$ cat src/rtl/uart_tx_pkg.sv
// Shared definitions for the UART transmit path: frame states, line levels
// and a counter-width helper used by the serializer.
package uart_tx_pkg;

  typedef enum logic [2:0] {
    IDLE   = 3'd0,
    START  = 3'd1,
    DATA   = 3'd2,
    PARITY = 3'd3,
    STOP   = 3'd4
  } tx_state_e;

  localparam logic START_BIT  = 1'b0;
  localparam logic STOP_BIT   = 1'b1;
  localparam logic IDLE_LEVEL = 1'b1;

  // Bit-counter width able to hold DATA_WIDTH-1 (never narrower than 1 bit)
  function automatic int unsigned cnt_width(input int unsigned w);
    return (w <= 2) ? 1 : $clog2(w);
  endfunction

endpackage

$ cat src/rtl/uart_tx_serializer.sv
// Data-bit serializer: holds the frame's data byte and emits it LSB-first.
// ser_data is always the next bit to place on the line. The first shift
// happens on the start-bit cycle, which hands bit 0 to the line register;
// from then on bit_cnt indexes the data bit currently on the line, so
// ser_done marks the last data bit.
module uart_tx_serializer
  import uart_tx_pkg::*;
#(
  parameter int DATA_WIDTH = 8
) (
  input  logic                  CLK,
  input  logic                  RST,
  input  logic                  load,
  input  logic [DATA_WIDTH-1:0] load_data,
  input  logic                  shift,
  output logic                  ser_data,
  output logic                  ser_done
);

  localparam int CNT_W = cnt_width(DATA_WIDTH);

  logic [DATA_WIDTH-1:0] shreg;
  logic [CNT_W-1:0]      bit_cnt;
  logic                  primed;

  // Load the byte on acceptance, then shift right once per emitted bit
  always_ff @(posedge CLK or negedge RST) begin
    if (!RST) begin
      shreg   <= '0;
      bit_cnt <= '0;
      primed  <= 1'b0;
    end else if (load) begin
      shreg   <= load_data;
      bit_cnt <= '0;
      primed  <= 1'b0;
    end else if (shift) begin
      shreg  <= {1'b0, shreg[DATA_WIDTH-1:1]};
      primed <= 1'b1;
      if (primed) begin
        bit_cnt <= bit_cnt + 1'b1;
      end
    end
  end

  assign ser_data = shreg[0];
  assign ser_done = (bit_cnt == CNT_W'(DATA_WIDTH - 1));

endmodule

$ cat src/rtl/uart_tx_frame.sv
// UART transmit framing engine. One serial bit per CLK cycle:
// start, DATA_WIDTH data bits LSB-first, optional parity, stop.
// The state register names the bit currently on TX_OUT; each transition
// loads TX_OUT with the level of the bit that comes next.
//
// state  | meaning
// -------+-------------------------------------------------------------
// IDLE   | line high, BUSY low, accepting DATA_VALID
// START  | start bit (0) on the line
// DATA   | data bit bit_cnt on the line
// PARITY | parity bit (par_bit captured on entry) on the line
// STOP   | stop bit (1) on the line, BUSY still high, no acceptance
module uart_tx_frame
  import uart_tx_pkg::*;
#(
  parameter int DATA_WIDTH = 8
) (
  input  logic                  CLK,
  input  logic                  RST,
  input  logic [DATA_WIDTH-1:0] P_DATA,
  input  logic                  DATA_VALID,
  input  logic                  PAR_EN,
  input  logic                  par_bit,
  output logic                  TX_OUT,
  output logic                  BUSY
);

  tx_state_e state;
  logic      par_en_q;
  logic      load;
  logic      shift;
  logic      ser_data;
  logic      ser_done;

  // Capture a new byte only while idle; shift on start and all but the last data bit
  assign load  = (state == IDLE) && DATA_VALID;
  assign shift = (state == START) || ((state == DATA) && !ser_done);

  uart_tx_serializer #(
    .DATA_WIDTH (DATA_WIDTH)
  ) u_serializer (
    .CLK       (CLK),
    .RST       (RST),
    .load      (load),
    .load_data (P_DATA),
    .shift     (shift),
    .ser_data  (ser_data),
    .ser_done  (ser_done)
  );

  // Frame sequencer with registered line level and busy flag
  always_ff @(posedge CLK or negedge RST) begin
    if (!RST) begin
      state    <= IDLE;
      TX_OUT   <= IDLE_LEVEL;
      BUSY     <= 1'b0;
      par_en_q <= 1'b0;
    end else begin
      case (state)
        IDLE: begin
          if (DATA_VALID) begin
            state    <= START;
            TX_OUT   <= START_BIT;
            BUSY     <= 1'b1;
            par_en_q <= PAR_EN;
          end else begin
            TX_OUT <= IDLE_LEVEL;
            BUSY   <= 1'b0;
          end
        end
        START: begin
          state  <= DATA;
          TX_OUT <= ser_data;
        end
        DATA: begin
          if (!ser_done) begin
            TX_OUT <= ser_data;
          end else if (par_en_q) begin
            state  <= PARITY;
            TX_OUT <= par_bit;
          end else begin
            state  <= STOP;
            TX_OUT <= STOP_BIT;
          end
        end
        PARITY: begin
          state  <= STOP;
          TX_OUT <= STOP_BIT;
        end
        STOP: begin
          state  <= IDLE;
          TX_OUT <= IDLE_LEVEL;
          BUSY   <= 1'b0;
        end
        default: begin
          state  <= IDLE;
          TX_OUT <= IDLE_LEVEL;
          BUSY   <= 1'b0;
        end
      endcase
    end
  end

endmodule

$ cat config.mk
export PLATFORM = sky130hd
export DESIGN_NAME = uart_tx_frame
export DESIGN_NICKNAME = d
export VERILOG_FILES = /design/src/rtl/uart_tx_pkg.sv /design/src/rtl/uart_tx_serializer.sv /design/src/rtl/uart_tx_frame.sv
export SDC_FILE = /design/constraint.sdc
export NUM_CORES = 1
export LEC_CHECK = 0
export ABC_CLOCK_PERIOD_IN_PS = 3100
export CAP_MARGIN = 20
export CELL_PAD_IN_SITES_DETAIL_PLACEMENT = 1
export CELL_PAD_IN_SITES_GLOBAL_PLACEMENT = 1
export CORE_AREA = 2 2 57 59
export CTS_CLUSTER_DIAMETER = 30
export DETAILED_ROUTE_END_ITERATION = 16
export DIE_AREA = 0 0 59 61
export PLACE_DENSITY = 0.56
export RECOVER_POWER = 50
export SYNTH_ARGS = -nofsm -noshare
export SYNTH_HDL_FRONTEND = slang
export SYNTH_SLANG_ARGS = --single-unit
$ cat constraint.sdc
create_clock -name CLK -period 3.1 [get_ports CLK]
set_clock_uncertainty 0.15 [all_clocks]
set_input_delay 0.31 -clock CLK [delete_from_list [all_inputs] [get_ports CLK]]
set_output_delay 0.31 -clock CLK [all_outputs]
set_load 0.01 [all_outputs]
* After elaboration in Yosys (flattened, before gate mapping) *
Cells that the tools add are included.

cells by class
  multiplexer cells = 17
  divide/modulo/power cells = 0
  add/sub/neg operators = 1
  magnitude comparators = 0
  multipliers = 0
  bitwise gates (word level) = 0
  equal/unequal tests = 6
  reduce and logical (&&, ||, !) cells = 11
  shifts and indexed selects = 0

operator list
  operator                                             number
  two-way mux 3 bit                                    6
  two-way mux 8 bit                                    2
  one-hot mux 3 bit (4 select lines)                   1
  equality test 3 x 2 -> 1 bit, second input constant  2
  two-way mux 1 bit                                    6
  AND reduction 2 bit                                  3
  != test 2 bit, second input constant                 2
  nonzero test 2 bit                                   2
  adder 3 x 1 -> 3 bit, second input constant          1
  equality test 3 x 1 -> 1 bit, second input constant  1
  equality test 3 bit, second input constant           1
  logical NOT 3 bit                                    1
  one-hot mux 1 bit (3 select lines)                   1
  OR reduction 3 bit                                   1
  logical AND 1 bit                                    2
  one-hot mux 1 bit (2 select lines)                   1
  logical NOT 1 bit                                    1
  logical OR 1 bit                                     1

word-level totals
  logic and storage cells = 42
  register bits after elaboration = 18
  memories kept = 0
  bits in read-only memories = 0
  input bits = 13
  memory bits (writable) = 0
  bits in latches = 0

* Longest topological paths before layout *
Gate-level depths: netlist of the first run.

  word-level depth = 6
  gate-level depth with buffers = 7
  depth with buffers taken out = 6

* Modules after synthesis *
A second synthesis of the first run with hierarchy kept.

unflattened totals
  cell total of the unflattened synthesis = 83
  area total of the unflattened synthesis = 884.6 um2

by module, submodules not included
  module              cells each  times used  area an instance (um2)  sequential area each (um2)
  uart_tx_serializer  52          1           581.8                   300.3
  uart_tx_frame       31          1           302.8                   151.4

* Worst setup path after synthesis of the first run *
Ideal clock, no wire load.

  path kind = register to register
  start = register u_serializer.bit_cnt[0]
  end = register u_serializer.bit_cnt[1]
  path slack = 1.394 ns
  library setup time = 0.120 ns
  stages on the path, launching flop included = 8
  arrival = 1.436 ns
  buffers on the path = 1
  cells stage by stage = dfrtp_1 > ha_1 > ha_1 > inv_1 > a32o_2 > buf_12 > nand2_4 > a31o_1

on the way
  longest elaborated chain between the ends = 6

ends and longest elaborated chain
  element                                                       line                      source
  start: declaration                                            uart_tx_serializer.sv:23  logic [CNT_W-1:0] bit_cnt;
  start signal: assignment                                      uart_tx_serializer.sv:40  bit_cnt <= bit_cnt + 1'b1;
  branches (longest 6 deep; another with adder 3 x 1 -> 3 bit)  -

Parallel ways; which one is timed is not known. The select of a mux whose other input is x is not followed.
A chain may end at the register's enable or synchronous reset.

* Final worst setup path of the first run *
  start = register u_serializer.bit_cnt[0]
  end = register u_serializer.shreg[2]

on the way
  longest elaborated chain between the ends = 5

ends and longest elaborated chain
  element                       line                      source
  equality test 3 bit           uart_tx_serializer.sv:46  assign ser_done = (bit_cnt == CNT_W'(DATA_WIDTH - 1));
  logical NOT 1 bit             -
  logical AND 1 bit             uart_tx_frame.sv:37       assign shift = (state == START) || ((state == DATA) && !ser_done);
  logical OR 1 bit              uart_tx_frame.sv:37
  nonzero test 2 bit (no line)  -
  end signal: assignment        uart_tx_serializer.sv:33  shreg <= load_data;
  end signal: assignment        uart_tx_serializer.sv:37  shreg <= {1'b0, shreg[DATA_WIDTH-1:1]};
  end: declaration              uart_tx_serializer.sv:22  logic [DATA_WIDTH-1:0] shreg;

Every way passes these cells.

==> results.py, run 1 <==
metrics = {
    "detailed_routing": {
        "dr.pass1.iters": 2,
        "routed-via-count": 619,
        "ant_nets": 0,
        "totalWireLength_microns": 1520,
        "viasPerCell": 4.80,
        "drtIter0Drc": 8,
        "wl_per_cell_microns": 11.8,
        "drc_errors": 0,
    },
    "synthesis": {
        "synth.distinct_cells": 25,
        "ys_seq_area_share_pct": 51.8,
        "ys_warn_count": 0,
        "syn_area_per_cell_sq_um": 10.6,
        "synth_cells": 82,
        "ys_ff_latch": 18,
        "syn_nets": 97,
        "netlist_area_sq_um": 872,
    },
    "final_layout": {
        "mostFrequentLayoutCell": "dfrtp_1",
        "stdcell_count": 129,
        "ff_latch_area_sq_um": 452,
        "multi_input_area_sq_um": 367,
        "stdcell_area_sq_mm": 0.00104,
        "layout-drive-gt1-share_pct": 11.5,
        "num_antenna_cells": 0,
        "final_cell_mix": "17 x dfrtp_1, 13 x clkdlybuf4s50_1, 11 x a21oi_1, 11 x nor2_1, 8 x mux2i_1",
        "nets": 112,
        "area.growth.synth_to_final_pct": 19.8,
        "nFillCells": 344,
        "fin_util_pct": 35.4,
    },
    "setup_path": {
        "cp-end-kind": "flop",
        "crit_top_cell": "ha_1",
        "startpoint_type": "flop",
        "crit_family": "compound AO/OA/AOI/OAI gates",
        "crit_chain": "ha_1, ha_1, inv_1, a32o_2, mux2i_1, a21oi_1",
        "worstPathBufferInverterCount": 1,
        "path_class": "reg -> reg",
        "reg2reg_depth": 6,
        "crit_slowest_cell": "a32o_2",
        "slowest_delay_ns": 0.42,
        "cp.required_ns": 3.10,
        "cp.depth": 6,
        "arrival_ns": 1.95,
        "path_max_fanout": 12,
    },
    "timing": {
        "hold_viol": 0,
        "worst_pin_slew_ns": 0.833,
        "rsz0062_at_grt": "no",
        "period_share_pct": 63.1,
        "maxSlewHeadroom_pct": 44.3,
        "period_needed_ns": 1.95,
        "setup_viol": 0,
        "maxSlewViolCount": 0,
        "worst_slack_ns": 1.15,
        "tns_ns": 0,
        "fmax_mhz": 512,
        "hold_slack_ns": 0.337,
    },
    "clocking": {
        "cts-root-to-sink-buffers": 2,
        "cts_sinks": 18,
        "clk_latency_ns": 0.29,
        "post-cts-setup-buffers": 0,
        "cts-buffers-inserted": 3,
        "cts.clk_slew.worst_paths_ns": 0.10,
        "cts_resized": 0,
        "tritoncts": "yes",
        "cts_root_buf": "clkbuf_4",
        "cts-htree-levels": 1,
        "ctsHoldBuffers": 0,
    },
    "min_path": {
        "hp-class": "reg -> reg",
        "hold_path_depth": 1,
    },
    "grt": {
        "grtUsageTotal_pct": 9.99,
        "grt_pass1_vias": 589,
        "antenna_found_initial": 0,
        "grt.overflow.total": 0,
        "grt_max_degree": 22,
        "grt_pass1_wl_microns": 2660,
    },
    "run": {
        "cap_viol_max_count": 0,
    },
    "placement": {
        "placed_cell_area_sq_mm": 0.00102,
        "gp_congestion": 0.690,
        "post-place-ws_ns": 0.995,
        "hpwl_microns": 1080,
        "port-buffer-count": 14,
        "dp_cells": 125,
    },
    "floorplan": {
        "pin_count": 15,
        "dieArea_sq_mm": 0.00360,
        "rows": 20,
        "coreArea_sq_mm": 0.00295,
        "die_w_microns": 59,
        "die_y_microns": 61,
        "start_util_pct": 29.5,
    },
    "power_and_ir_drop": {
        "finalPower_mw": 0.959,
        "p_per_area_mw_per_mm2": 918,
        "leakage_nw": 0.470,
        "irDropWorstVdd_uv": 256,
    },
    "status": {
        "status": "completed",
    },
}
metal layers:
metal	share of wire [%]	vias up	global-route usage, %
met4	0.79	0	5.84
met3	5.5	2	2.13
li1	-	316	-
met2	47	13	16.2
met1	47	288	12.3
met5	0	-	0
kinds of logic (layout without fill, tap and decap cells):
group	Yosys count	in the layout	share of synthesized area (%)
AO/OA/AOI/OAI	21	21	15.1
adder cells (fa/ha/maj)	2	2	2.87
buffers and inverters	9	23	6.17
flip-flops	18	18	51.8
multiplexers	9	9	10.5
AND/OR/NAND/NOR	23	23	13.6
cells in the mapped netlist:
master | instances | area share [%]
buf_4 | 1 | 0.86
inv_1 | 5 | 2.2
nor2_1 | 11 | 4.7
nor2b_1 | 1 | 0.72
dfrtp_1 | 17 | 49
and3_2 | 2 | 1.7
o21ai_0 | 1 | 0.57
nand2b_1 | 1 | 0.72
clkbuf_1 | 2 | 0.86
nor3_1 | 2 | 1.1
dfstp_2 | 1 | 3.0
nand2_4 | 1 | 1.3
a31o_1 | 2 | 2.0
o22ai_1 | 2 | 1.4
mux2_2 | 1 | 1.3
a21oi_1 | 11 | 6.3
a32o_2 | 1 | 1.3
a211o_2 | 1 | 1.1
mux2i_1 | 8 | 9.2
ha_1 | 2 | 2.9
a31oi_1 | 2 | 1.4
o21a_1 | 1 | 0.86
buf_12 | 1 | 2.3
nor2b_4 | 1 | 1.6
nand2_1 | 4 | 1.7
final timing paths:
path	from	end	slack (ns)
worst max-delay path	u_serializer.bit_cnt[0]	u_serializer.shreg[2]	1.15
worst min-delay path	u_serializer.bit_cnt[0]	u_serializer.bit_cnt[0]	0.34
worst max register to register	u_serializer.bit_cnt[0]	u_serializer.shreg[2]	1.15
worst min register to register	u_serializer.bit_cnt[0]	u_serializer.bit_cnt[0]	0.34
max in group asynchronous	RST	u_serializer.shreg[3]	1.88
min in group asynchronous	RST	u_serializer.bit_cnt[2]	0.41
registers in the layout, summed over array words and instances, names as in the netlist:
register	cells
BUSY	1
TX_OUT	1
par_en_q	1
state	3
u_serializer.bit_cnt	3
u_serializer.primed	1
u_serializer.shreg	8
report_power, final:
part	leakage (nW)	internal, mW	total [mW]	switching, mW
logic	0.239	0.211	0.403	0.192
registers	0.216	0.346	0.434	0.0881
clock network	0.0150	0.0500	0.122	0.0717
total	0.470	0.607	0.959	0.351
worst register-to-register path, stage by stage (launching register included):
cell and delay [ns]:
dfrtp_1 0.41, ha_1 0.21, ha_1 0.22, inv_1 0.08, a32o_2 0.42, mux2i_1 0.24, a21oi_1 0.08
area by class of cell:
cell class / instances / share of cell area, %
flip-flops and latches: 18 / 43.2
well taps: 33 / 3.95
inverters: 5 / 1.80
multi-input cells: 55 / 35.1
repair buffers: 14 / 13.4
clock buffers: 4 / 2.51
Note: power is estimated with default switching activity, not from simulation.
==> run 2, diff against run 1 <==
--- a/config.mk
+++ b/config.mk
@@ -5,7 +5,7 @@
 export SDC_FILE = /design/constraint.sdc
 export NUM_CORES = 1
 export LEC_CHECK = 0
-export ABC_CLOCK_PERIOD_IN_PS = 3100
+export ABC_CLOCK_PERIOD_IN_PS = 1600
 export CAP_MARGIN = 20
 export CELL_PAD_IN_SITES_DETAIL_PLACEMENT = 1
 export CELL_PAD_IN_SITES_GLOBAL_PLACEMENT = 1
@@ -13,7 +13,7 @@
 export CTS_CLUSTER_DIAMETER = 30
 export DETAILED_ROUTE_END_ITERATION = 16
 export DIE_AREA = 0 0 59 61
-export PLACE_DENSITY = 0.56
+export PLACE_DENSITY = 0.58
 export RECOVER_POWER = 50
 export SYNTH_ARGS = -nofsm -noshare
 export SYNTH_HDL_FRONTEND = slang
==> constraint.sdc (replaced) <==
create_clock -name CLK -period 1.6 [get_ports CLK]
set_clock_uncertainty 0.15 [all_clocks]
set_input_delay 0.16 -clock CLK [delete_from_list [all_inputs] [get_ports CLK]]
set_output_delay 0.16 -clock CLK [all_outputs]
set_load 0.01 [all_outputs]
==> results.py, run 2 (synthesis gave the netlist of run 1 again) <==
metrics = {
    "detailed_routing": {
        "viasPerCell": 4.96,
        "ant_nets": 0,
        "routed-via-count": 739,
        "totalWireLength_microns": 2060,
        "wl_per_cell_microns": 13.9,
        "dr.pass1.iters": 4,
        "drc_errors": 0,
        "drtIter0Drc": 18,
    },
    "final_layout": {
        "reg.largest.list": "u_serializer.shreg: 8 flops, state: 3 flops, u_serializer.bit_cnt: 3 flops",
        "num_antenna_cells": 0,
        "area.growth.synth_to_final_pct": 48.8,
        "final_cell_mix": "16 x dfrtp_1, 15 x buf_4, 12 x clkdlybuf4s50_1",
        "top_register": "u_serializer.shreg",
        "fin_util_pct": 43.9,
        "layout-drive-gt1-share_pct": 35.3,
        "nets": 132,
        "stdcell_area_sq_mm": 0.00130,
        "mostFrequentLayoutCell": "dfrtp_1",
        "largest_reg_flops": 8,
    },
    "setup_path": {
        "path_max_fanout": 5,
        "path_class": "reg -> reg",
        "arrival_ns": 1.74,
        "crit_chain": "ha_2, ha_4, inv_4, a32o_4, buf_4, mux2i_1, a21oi_1",
        "crit_slowest_cell": "dfrtp_1",
        "cp-end-kind": "flop",
        "crit_family": "flip-flops",
        "timing.reg2reg.setup_slack_ns": -0.09,
        "slowest_delay_ns": 0.40,
        "cp.required_ns": 1.65,
        "startpoint_type": "flop",
        "worstPathBufferInverterCount": 2,
    },
    "clocking": {
        "cts.clk_slew.worst_paths_ns": 0.11,
        "cts_root_buf": "clkbuf_4",
        "cts-buffers-inserted": 3,
        "cts-htree-levels": 1,
        "ctsHoldBuffers": 0,
        "cts_sinks": 18,
        "tritoncts": "yes",
        "clk_latency_ns": 0.31,
        "cts-root-to-sink-buffers": 2,
    },
    "timing": {
        "period_share_pct": 105,
        "worst_pin_slew_ns": 1.03,
        "maxSlewViolCount": 0,
        "rsz0062_at_grt": "yes",
        "setup_viol": 11,
        "fmax_mhz": 592,
        "period_needed_ns": 1.69,
        "tns_ns": -0.587,
        "worst_slack_ns": -0.0879,
        "hold_viol": 0,
        "maxSlewHeadroom_pct": 31.0,
    },
    "floorplan": {
        "rows": 20,
        "die_w_microns": 59,
        "start_util_pct": 29.5,
        "dieArea_sq_mm": 0.00360,
        "coreArea_sq_mm": 0.00295,
        "pin_count": 15,
        "die_y_microns": 61,
    },
    "power_and_ir_drop": {
        "leakage_nw": 0.585,
        "irDropWorstVdd_uv": 567,
        "p_per_area_mw_per_mm2": 1900,
    },
    "grt": {
        "grt_pass1_vias": 824,
        "grtUsageTotal_pct": 13.7,
        "antenna_found_initial": 0,
        "grt.overflow.total": 0,
        "grt_pass1_wl_microns": 3570,
        "grt_max_degree": 19,
    },
    "status": {
        "violations": "setup timing",
        "status": "complete, but fails checks",
    },
    "placement": {
        "hpwl_microns": 1350,
        "port-buffer-count": 14,
        "gp_congestion": 0.732,
        "placed_cell_area_sq_mm": 0.00114,
    },
    "run": {
        "cap_viol_max_count": 0,
    },
    "min_path": {
        "hp-class": "in -> reg",
    },
}
-- run 2: routing by layer --
| layer | GRT usage (%) | up-vias | share of wire [%] | wire length (microns) |
|---|---|---|---|---|
| met5 | 0 | - | 0 | 0 |
| met1 | 14.6 | 362 | 44 | 902 |
| met2 | 26.2 | 16 | 50 | 1040 |
| li1 | - | 356 | - | - |
| met4 | 5.84 | 0 | 1.6 | 32 |
| met3 | 2.56 | 5 | 4.3 | 88 |
-- run 2: path summary, 6_finish.rpt --
| kind | depth (start not counted) | end | startpoint |
|---|---|---|---|
| max reg2reg | 7 | u_serializer.shreg[1] | u_serializer.bit_cnt[1] |
| min in group asynchronous | 2 | par_en_q | RST |
| min reg2reg | 2 | BUSY | BUSY |
| max in group asynchronous | 2 | state[1] | RST |
| max | 7 | u_serializer.shreg[1] | u_serializer.bit_cnt[1] |
| min | 3 | u_serializer.shreg[4] | P_DATA[4] |
-- run 2: report_power, final --
part	internal (mW)	switching, mW
Combinational	0.777	0.558
Clock	0.139	0.158
Sequential	0.673	0.160
Total	1.59	0.875
-- run 2: repair_timing --
action                                  CTS  global route
cloned                                    1             0
gates resized for setup                   5             9
pin swaps                                 7             5
endpoints found under the setup margin   13            14
setup buffers                             5             2
-- run 2: tightest hold or removal path, cell delays in order --
cell and delay [ns]:
clkdlybuf4s50_1 0.39, nor2_1 0.10, a21oi_1 0.04
-- run 2: metrics by stage --
| step | std cells | power, mW | hold slack (ns) | worst slack (ns) |
|---|---|---|---|---|
| 3_3_place_gp | 137 | 1.80 | 0.358 | -0.160 |
| 6_report | 149 | 2.46 | 0.260 | -0.0879 |
| 2_1_floorplan | 82 | 1.54 | -0.286 | -0.00831 |
| 5_1_grt | 149 | 2.67 | 0.273 | -0.161 |
| 4_1_cts | 147 | 2.38 | 0.0414 | -0.117 |
| 3_5_place_dp | 137 | 1.85 | 0.373 | -0.215 |
-- run 2: area by class of cell --
class,instances,area [sq um]
well taps,33,41.3
multi-input cells,56,439
clock buffers,4,36.3
inverters,5,21.3
repair buffers,33,307
flip-flops and latches,18,453
fillers,337,1660
